[src/rtl/pipe_issue_ctrl.sv]
// In-order issue controller with RAW hazard bubbles for a no-forwarding pipeline.
// Optional issue/stall statistics counters: define PIPE_ISSUE_STATS_EN.
module pipe_issue_ctrl #(
  parameter int DEPTH = 4
) (
  input  logic        clk,
  input  logic        reset,
  input  logic        in_valid,
  output logic        in_ready,
  input  logic [4:0]  in_rs1,
  input  logic [4:0]  in_rs2,
  input  logic [4:0]  in_rd,
  input  logic [3:0]  in_func,
  input  logic [31:0] in_addr,
  output logic        iss_valid,
  output logic [4:0]  iss_rs1,
  output logic [4:0]  iss_rs2,
  output logic [4:0]  iss_rd,
  output logic [3:0]  iss_func,
  output logic [31:0] iss_addr,
  output logic        idle,
  output logic [31:0] issue_count,
  output logic [31:0] stall_count
);

  localparam int PW = $clog2(DEPTH);
  localparam int CW = PW + 1;

  typedef struct packed {
    logic [4:0]  rs1;
    logic [4:0]  rs2;
    logic [4:0]  rd;
    logic [3:0]  func;
    logic [31:0] addr;
  } instr_t;

  localparam instr_t BUBBLE = '{
    rs1: 5'd0, rs2: 5'd0, rd: 5'd0,
    func: 4'hF, addr: 32'd0
  };

  instr_t          mem_q [DEPTH];
  logic [PW-1:0]   wptr_q, wptr_d;
  logic [PW-1:0]   rptr_q, rptr_d;
  logic [CW-1:0]   count_q, count_d;
  instr_t          iss_q, iss_d;
  logic            vld_q, vld_d;
  logic [4:0]      h1_q, h2_q;

  instr_t head;
  logic   empty, hit1, hit2, hazard;
  logic   push, pop, stall;

  assign head     = mem_q[rptr_q];
  assign empty    = (count_q == '0);
  assign in_ready = (count_q != CW'(DEPTH));
  assign push     = in_valid && in_ready && !reset;

  // The rd two slots back lands in the register file on the same edge
  // a consumer would be loaded, so only iss_rd and h1 still block.
  assign hit1   = (head.rs1 != 5'd0) &&
                  ((head.rs1 == iss_q.rd) || (head.rs1 == h1_q));
  assign hit2   = (head.rs2 != 5'd0) &&
                  ((head.rs2 == iss_q.rd) || (head.rs2 == h1_q));
  assign hazard = hit1 || hit2;
  assign pop    = !empty && !hazard;
  assign stall  = !empty && hazard;

  // Next-state for pointers, occupancy and the issue register
  always_comb begin
    wptr_d  = wptr_q;
    rptr_d  = rptr_q;
    count_d = count_q;
    iss_d   = BUBBLE;
    vld_d   = 1'b0;
    if (push) wptr_d = wptr_q + PW'(1);
    if (pop) begin
      rptr_d = rptr_q + PW'(1);
      iss_d  = head;
      vld_d  = 1'b1;
    end
    count_d = count_q + CW'(push) - CW'(pop);
  end

  // FIFO storage; contents need no reset since count guards them
  always_ff @(posedge clk) begin
    if (push) mem_q[wptr_q] <= '{
      rs1: in_rs1, rs2: in_rs2, rd: in_rd,
      func: in_func, addr: in_addr
    };
  end

  // Control state, issue register and rd history
  always_ff @(posedge clk) begin
    if (reset) begin
      wptr_q  <= '0;
      rptr_q  <= '0;
      count_q <= '0;
      iss_q   <= BUBBLE;
      vld_q   <= 1'b0;
      h1_q    <= 5'd0;
      h2_q    <= 5'd0;
    end else begin
      wptr_q  <= wptr_d;
      rptr_q  <= rptr_d;
      count_q <= count_d;
      iss_q   <= iss_d;
      vld_q   <= vld_d;
      h1_q    <= iss_q.rd;
      h2_q    <= h1_q;
    end
  end

  assign iss_valid = vld_q;
  assign iss_rs1   = iss_q.rs1;
  assign iss_rs2   = iss_q.rs2;
  assign iss_rd    = iss_q.rd;
  assign iss_func  = iss_q.func;
  assign iss_addr  = iss_q.addr;
  assign idle      = empty && (iss_q.rd == 5'd0) &&
                     (h1_q == 5'd0) && (h2_q == 5'd0);

`ifdef PIPE_ISSUE_STATS_EN
  logic [31:0] icnt_q, scnt_q;

  // Free-running statistics, wrapping at 2^32
  always_ff @(posedge clk) begin
    if (reset) begin
      icnt_q <= '0;
      scnt_q <= '0;
    end else begin
      if (pop)   icnt_q <= icnt_q + 32'd1;
      if (stall) scnt_q <= scnt_q + 32'd1;
    end
  end

  assign issue_count = icnt_q;
  assign stall_count = scnt_q;
`else
  logic unused_stall;
  assign unused_stall = stall;
  assign issue_count  = 32'd0;
  assign stall_count  = 32'd0;
`endif

endmodule

[config.mk]
export PLATFORM = sky130hd
export DESIGN_NAME = pipe_issue_ctrl
export DESIGN_NICKNAME = d
export VERILOG_FILES = /design/src/rtl/pipe_issue_ctrl.sv
export SDC_FILE = /design/constraint.sdc
export NUM_CORES = 1
export LEC_CHECK = 0
export CAP_MARGIN = 20
export CORE_MARGIN = 5
export CORE_UTILIZATION = 30
export CTS_CLUSTER_DIAMETER = 60
export DETAILED_ROUTE_END_ITERATION = 16
export GPL_TIMING_DRIVEN = 1
export SYNTH_ARGS = -nofsm -noshare
export SYNTH_HDL_FRONTEND = slang
export SYNTH_SLANG_ARGS = --single-unit
[constraint.sdc]
create_clock -name clk -period 7.1 [get_ports clk]
set_input_delay 1.065 -clock clk [delete_from_list [all_inputs] [get_ports clk]]
set_output_delay 1.065 -clock clk [all_outputs]
set_load 0.01 [all_outputs]
-- Word level (Yosys, flattened, before mapping)
Memory sizes are Yosys's and may differ from the RTL's. A register that Yosys moved wholly into a read port is not among the register bits.
Cells that the tools add are included.
- register bits: 69
- input port bits: 54
- memories kept: 1
- RAM bits: 204
- memory list (name ; words ; bits a word ; rd ports ; clocked after memory_dff ; wr ports ; line ; text):
    mem_q ; 4 ; 51 ; 1 ; 1 ; 1 ; 42 ; instr_t mem_q [DEPTH];
- eq/ne operators: 5
- bitwise operators: 1
- muxes and demuxes: 5
- reductions and logical operators: 21
- $add $sub $neg: 4
- operator list (operator ; number):
    5-bit equality test ; 4
    5-bit zero test ; 3
    5-bit nonzero test ; 2
    1-bit logical AND ; 8
    2-bit by 1-bit adder with 2-bit output, second input constant ; 2
    2-bit 2-to-1 mux ; 2
    3-bit by 1-bit adder with 3-bit output ; 1
    1-bit zero test ; 3
    3-bit zero test ; 1
    1-bit logical OR ; 3
    1-bit 2-to-1 mux ; 3
    3-bit inequality test, second input constant ; 1
    3-bit by 1-bit subtractor with 3-bit output ; 1
    2-bit OR reduction ; 1
    1-bit inverter ; 1

-- Depth between registers and ports, before layout
- depth in word-level cells: 8
- depth in mapped cells: 14
- mapped depth without buffers: 12

-- Worst setup path before layout
OpenSTA, ideal clock, no wires.
- path kind: input port to flip-flop
- from: in reset
- to: mem mem_q[0][0] in the netlist's numbering, enable pin
- setup slack: 3.917 ns
- required time: 6.686 ns
- library setup time: 0.414 ns
- cell stages on the path: 3
- data arrival time: 2.769 ns
- path buffers: 1
- path through: clkbuf_1 > nor2_1 > and2_1
- cells in the longest elaborated chain, start to end: 4
- RTL lines (what ; line ; text):
    start, declared ; 7 ; input logic reset,
    1-bit zero test ; 57 ; assign push = in_valid && in_ready && !reset;
    1-bit logical AND ; 57 ;
    1-bit 2-to-1 mux ; 87 ; if (push) mem_q[wptr_q] <= '{
    1-bit 2-to-1 mux (not written as such) ; 87 ;
    end, declared ; 42 ;
Every way passes these cells.

==> impl_metrics.tcl <==
set metrics [dict create \
    min_period_ns 4.05 \
    rsz0062_at_grt "false" \
    final_cell_area_sq_um 12600 \
    nFillCells 3208 \
    ys_ff_latch 275 \
    syn_area_sq_um 10400 \
    cts_resized 0 \
    cp-start-kind "flop" \
    cp_slowest_cell "dfxtp_4" \
    max-clock-path-buffers 3 \
    max_freq_mhz 247 \
    slew_headroom_pct 34.9 \
    hpwl_um 11800 \
    rows 68 \
    num_vias 4807 \
    dp_cells 1105 \
    grt_max_degree 52 \
    drv_cap 0 \
    period_share_pct 57.0 \
    ir_drop_mv 0.242 \
    core_area_sq_um 34400 \
    synthAdderAreaFrac_pct 0.796 \
    synthSimpleGateAreaFrac_pct 5.98 \
    finClkSkew_ns 0.0150 \
    p_per_area_nw_per_um2 384 \
    syn_to_final_growth_pct 21.9 \
    finalWorstSetupSlack_ns 3.05 \
    cts_hold_buf 0 \
    path_clk_slew_ns 0.06 \
    worstMarginPinSlew_ns 0.975 \
    crit_end "count_q[2]$_SDFF_PP0_" \
    drtAntennaViolNets 0 \
    holdCritPathClass "reg2reg" \
    fin_tns_setup_ns 0 \
    p_leak_uw 0.00425 \
    start_util_pct 30.2 \
    worst_hold_slack_ns 0.506 \
    place_congestion 0.798 \
    rrSetupSlack_ns 3.05 \
    drtPass1Iterations 4 \
    synth_compound_gate_area_share_pct 0.820 \
    slew_viol_final 0 \
    cts_root_buf "clkbuf_16" \
    arrival_ns 4.45 \
    ys.flop_type "edfxtp_1" \
    drc 0 \
    wl_per_cell_um 17.7 \
    synth_area_leaders "edfxtp_1, dfxtp_1, mux4_2" \
    fin_cells 1158 \
    synth_largest_area_cell "edfxtp_1" \
    seqCellArea_sq_um 7550 \
    dpl-instance-area_sq_um 11700 \
    r2r_end "count_q[2]$_SDFF_PP0_" \
    routed_wirelength_um 20500 \
    grt_pass1_vias 4956 \
    synthXorXnorAreaFrac_pct 2.03 \
    multi_input_comb_area_sq_um 2440 \
    endpoint_kind "flop" \
    yosysWarnings 0 \
    dieArea_sq_um 38400 \
    cts_tree "built" \
    r2r_cells 13 \
    synth_edf_count 204 \
    cts-buffers-inserted 29 \
    clock_latency_ns 0.54 \
    outcome "completed" \
    required_ns 7.50 \
    critical_path.max_stage_delay_ns 0.80 \
    diodes 0 \
    dpl_worst_slack_ns 2.93 \
    synth_top_family_by_area "multiplexers" \
    yosysUniqueCellTypes 33 \
    antenna_found_initial 1 \
    synth_top_cell_area_share_pct 59.1 \
    synthMuxAreaShare_pct 11.5 \
    hold_violations 0 \
    path_cells "buf_4 -> mux4_2 -> xnor2_1 -> nand2_1 -> o22ai_1 -> a221oi_2 -> xor2_1 -> ha_1 -> inv_1 -> fa_1 -> xor2_1 -> xnor2_1 -> nor2_1" \
    grt.overflow.total 0 \
    grt_util_all_layers_pct 10.4 \
    drt-initial-drc-count 181 \
    drive_gt1_share_pct 18.2 \
    synthArstFlopShare_pct 0 \
    cts-htree-levels 1 \
    fp.dieH_um 196 \
    syn_inst 561 \
    nNetsFinal 741 \
    port_buffers 107 \
    grt_pass1_wl_um 30800 \
    viasPerCell 4.15 \
    post_cts_buffers 0 \
    critPathKind "reg2reg" \
    io_pins 172 \
    seq_area_frac_synth_pct 72.8 \
    cp_max_fo 29 \
    setup_viol 0 \
    cts_num_sinks 275 \
    synth.avg_cell_area_sq_um 18.5 \
    die_x_um 196 \
]
-- per-layer routing --
metal,GRT usage (%),wire length (um),vias to the layer above
met3,2.61,1290,32
met4,2.69,352,2
met2,17.3,10100,143
met1,13.7,8800,2421
li1,-,-,2209
met5,0,13,-
-- synthesized netlist by cell type (5+ instances only) --
cell	count
nand2_1	7
and2_1	28
nor2b_1	14
nand3_1	7
nor2_1	12
xnor2_1	22
and2_4	19
ha_1	5
clkbuf_1	9
inv_1	9
edfxtp_1	204
buf_4	64
mux4_2	51
buf_6	5
dfxtp_1	71
-- cell families after synthesis --
logic type	Yosys count
AND/OR/NAND/NOR	100
adder cells (fa/ha/maj)	6
multiplexers	55
XOR/XNOR	24
other	1
AO/OA/AOI/OAI	8
flip-flops	275
buffers and inverters	92
-- worst min-delay path by stage --
stage               depth (start not counted)                      to                    from
global route                                2  wptr_q[1]$_SDFFE_PP0P_  wptr_q[1]$_SDFFE_PP0P_
global placement                            2  wptr_q[1]$_SDFFE_PP0P_  wptr_q[1]$_SDFFE_PP0P_
detailed placement                          2  wptr_q[1]$_SDFFE_PP0P_  wptr_q[1]$_SDFFE_PP0P_
finish                                      2  wptr_q[1]$_SDFFE_PP0P_  wptr_q[1]$_SDFFE_PP0P_
floorplan                                   2  wptr_q[1]$_SDFFE_PP0P_  wptr_q[1]$_SDFFE_PP0P_
CTS                                         2  wptr_q[1]$_SDFFE_PP0P_  wptr_q[1]$_SDFFE_PP0P_
-- per-stage QoR --
step | utilization, % | power [uW]
global route | 36.8 | 5110
finish | 36.8 | 4850
global placement | 34.0 | 3410
detailed placement | 34.0 | 3420
floorplan | - | 2930
CTS | 36.8 | 4950
-- worst max-delay path: cells and delay by family (launching register included) --
family	cells	cell delay, ns
flip-flops	1	0.80
XOR/XNOR	4	0.65
multiplexers	1	0.63
buffers and inverters	2	0.59
AO/OA/AOI/OAI	2	0.56
adder cells (fa/ha/maj)	2	0.52
AND/OR/NAND/NOR	2	0.15
-- sequential cells by signal (all words and copies together) (netlist names), named ones only --
register,cells
h1_q,5
iss_valid,1
count_q,3
iss_addr,32
iss_func,4
wptr_q,2
iss_rs1,5
iss_rs2,5
mem_q,204
iss_rd,5
h2_q,5
rptr_q,2
-- final cells by class --
cell class	instances	area share [%]
Timing Repair Buffer	108	8.53
Clock inverter	19	1.56
Multi-Input combinational cell	257	19.3
Tap cell	455	4.50
Inverter	10	0.297
Sequential cell	275	59.7
Clock buffer	34	6.05
-- cells in the final DEF, fill, tap and decap left out, types with 2 or more instances in the layout --
master | Yosys | routed
nor2b_1 | 14 | 14
conb_1 | 1 | 64
clkbuf_8 | 0 | 2
nor3_1 | 3 | 3
o22ai_1 | 2 | 2
clkbuf_16 | 0 | 29
and2_1 | 28 | 24
clkinvlp_4 | 0 | 2
clkbuf_1 | 9 | 3
xnor2_1 | 22 | 22
xor2_1 | 2 | 2
o22a_1 | 2 | 2
dfxtp_4 | 0 | 2
clkinv_8 | 0 | 2
mux2_2 | 4 | 4
nor2_1 | 12 | 12
nand2b_1 | 2 | 2
inv_1 | 9 | 9
dfxtp_1 | 71 | 69
bufinv_16 | 0 | 3
clkdlybuf4s50_1 | 0 | 107
edfxtp_1 | 204 | 204
clkinv_2 | 0 | 4
nand3_1 | 7 | 7
clkinv_1 | 0 | 6
ha_1 | 5 | 5
nand2_1 | 7 | 7
nor4_1 | 3 | 3
mux4_2 | 51 | 51
or2b_1 | 3 | 3
and2_4 | 19 | 23
-- power by group --
group	total (uW)	leakage, uW	switching [uW]	internal [uW]
Sequential	2160	0.00243	204	1950
Clock	1500	0.000465	621	883
Combinational	1190	0.00135	509	683
Power figures use the tool's default switching activity.
==> edit: new RTL, config.mk and constraints unchanged <==
`DEPTH`: 4 -> 2.
--- a/src/rtl/pipe_issue_ctrl.sv
+++ b/src/rtl/pipe_issue_ctrl.sv
@@ -2,5 +2,5 @@
 // Optional issue/stall statistics counters: define PIPE_ISSUE_STATS_EN.
 module pipe_issue_ctrl #(
-  parameter int DEPTH = 4
+  parameter int DEPTH = 2
 ) (
   input  logic        clk,
Formal check against the unedited RTL: not equivalent (Yosys sat finds a counterexample within 4 cycles, from zero or initial values and one cycle with reset high).
==> edit against the unedited design <==
- first-iteration DRC count down 2.8%
- non-clock buffer count up 2
- total power down 43%
- final area down 37%
- count of clock-buffer cells in the layout down 16
- synthesized cell count down 23%
- setup slack better by 0.62 ns
- sequential cell count down 106
- via count down 30%
- routed wire length down 41%
- critical path depth down 1
- die area down 38%
- sequential power down 40%
- area after synthesis down 40%
- critical path type unchanged
- largest cell class unchanged
==> edit: results (changes against the unedited design) <==
<table>
<tr><th>Metric</th><th>Value</th></tr>
<tr><th colspan="2">Global routing</th></tr>
<tr><td>Global-route wire length before repair</td><td>18.7 mm (-39%)</td></tr>
<tr><td>Via count of the first global-routing pass</td><td>3509 (-29%)</td></tr>
<tr><td>Largest net degree at the start of global routing</td><td>56 (+7.7%)</td></tr>
<tr><td>Number of antenna violations at the first check in global routing</td><td>0 (-1)</td></tr>
<tr><th colspan="2">Power</th></tr>
<tr><td>Leakage</td><td>2.83 nW (-33%)</td></tr>
<tr><td>Largest voltage drop on the vdd net</td><td>0.193 mV (-20%)</td></tr>
<tr><td>Internal Pwr Total</td><td>1.99 mW (-43%)</td></tr>
<tr><th colspan="2">Timing</th></tr>
<tr><td>Worst hold slack</td><td>0.463 ns (-0.0425 ns)</td></tr>
<tr><td>Tightest slew margin relative to the limit</td><td>36.4% (+1.5 points)</td></tr>
<tr><th colspan="2">Synthesis</th></tr>
<tr><td>Number of different library cells in the post-synthesis netlist</td><td>38 (+15%)</td></tr>
<tr><td>Xor/xnor cell area share of the yosys netlist</td><td>2.81% (+0.78 points)</td></tr>
<tr><td>Share of the yosys chip area belonging to registers</td><td>70.6% (-2.2 points)</td></tr>
<tr><td>Mux cell area share after synthesis</td><td>8.54% (-3.0 points)</td></tr>
<tr><td>Main area contributors after synthesis</td><td>sky130_fd_sc_hd__edfxtp_1, sky130_fd_sc_hd__dfxtp_1, sky130_fd_sc_hd__mux2i_1</td></tr>
<tr><td>Number of synthesized flops with an enable pin</td><td>102 (-50%)</td></tr>
<tr><td>Fraction of the mapped netlist area in adder cells</td><td>0.401% (-0.40 points)</td></tr>
<tr><th colspan="2">CTS</th></tr>
<tr><td>Clock H-tree levels</td><td>4 (+3)</td></tr>
<tr><td>Source-to-sink clock delay at the later pin of the worst-skew pair</td><td>0.42 ns (-0.12 ns)</td></tr>
<tr><td>Max Root-Sink Buffers</td><td>2 (-1)</td></tr>
<tr><th colspan="2">Place</th></tr>
<tr><td>Final HPWL DP</td><td>8.26 mm (-30%)</td></tr>
<tr><td>Placement-stage cell area</td><td>7360 sq um (-37%)</td></tr>
<tr><th colspan="2">Drt</th></tr>
<tr><td>WL per Instance</td><td>14.5 um (-18%)</td></tr>
<tr><td>Violation count after the first detailed-routing iteration</td><td>176 (-2.8%)</td></tr>
<tr><td>Count of TritonRoute iterations in the first routing pass</td><td>5 (+1)</td></tr>
<tr><td>Via count of the routed design</td><td>3354 (-30%)</td></tr>
<tr><th colspan="2">Worst setup path</th></tr>
<tr><td>Crit-path max FO</td><td>55 (+90%)</td></tr>
<tr><td>Slowest cell delay on critical path</td><td>0.95 ns (+0.15 ns)</td></tr>
<tr><td>Arrival time at the worst endpoint</td><td>3.71 ns (-0.74 ns)</td></tr>
<tr><th colspan="2">Status</th></tr>
<tr><td>Result of the run</td><td>finished clean</td></tr>
<tr><th colspan="2">Layout</th></tr>
<tr><td>Net count of the finished layout</td><td>603 (-19%)</td></tr>
<tr><td>Share of cells above drive strength 1</td><td>8.21% (-10 points)</td></tr>
<tr><td>Number of flip-flops in the largest register</td><td>102 (-50%)</td></tr>
</table>
[edit: changes by cell type after synthesis, sizes merged, moves of 7 or more]
cell    delta
and2      -46
edfxtp   -102
mux2i     +51
mux4      -51
nor2      +44
o21ai      +7
xnor2      -8
[edit: final cells by class]
cell class / count / area (sq um)
Multi-Input combinational cell: 243 / 1490
Clock inverter: 14 / 138
Timing Repair Buffer: 110 / 1090
Sequential cell: 169 / 4410
Clock buffer: 18 / 429
Inverter: 6 / 22.5
Fill cell: 1902 / 12400
Tap cell: 270 / 338
[edit: per-layer routing]
layer | track usage [%] | vias to the layer above | routed length [um]
li1 | - | 1598 | -
met1 | 11.9 | 1586 | 4900
met2 | 16.5 | 154 | 5720
met3 | 4.58 | 16 | 1260
met4 | 3.78 | 0 | 156
met5 | 0 | - | 0
[edit: path summary, 6_finish.rpt]
kind,start,cells past startpoint,endpoint
worst max-delay path,flop,12,count_q[1]
worst min-delay path,mem_q[0][33],2,iss_func[1]
worst max register to register,flop,12,count_q[1]
worst min register to register,mem_q[0][33],2,iss_func[1]
[edit: stage by stage]
| stage | utilization (%) | cells | setup WS (ns) |
|---|---|---|---|
| finish | 38.9 | 830 | 3.67 |
| global route | 38.9 | 830 | 3.33 |
| CTS | 38.9 | 830 | 3.67 |
| detailed placement | 36.1 | 798 | 3.62 |
| global placement | 36.1 | 798 | 3.70 |
| floorplan | - | 494 | 3.18 |
[edit: power by group through the flow]
stage	sequential, mW	combinational, mW	clock, mW
after floorplan	1.26	0.436	0
after detailed placement	1.32	0.615	0
after CTS	1.30	0.620	0.898
after global routing	1.32	0.667	0.943
final	1.30	0.609	0.878
after global placement	1.32	0.604	0
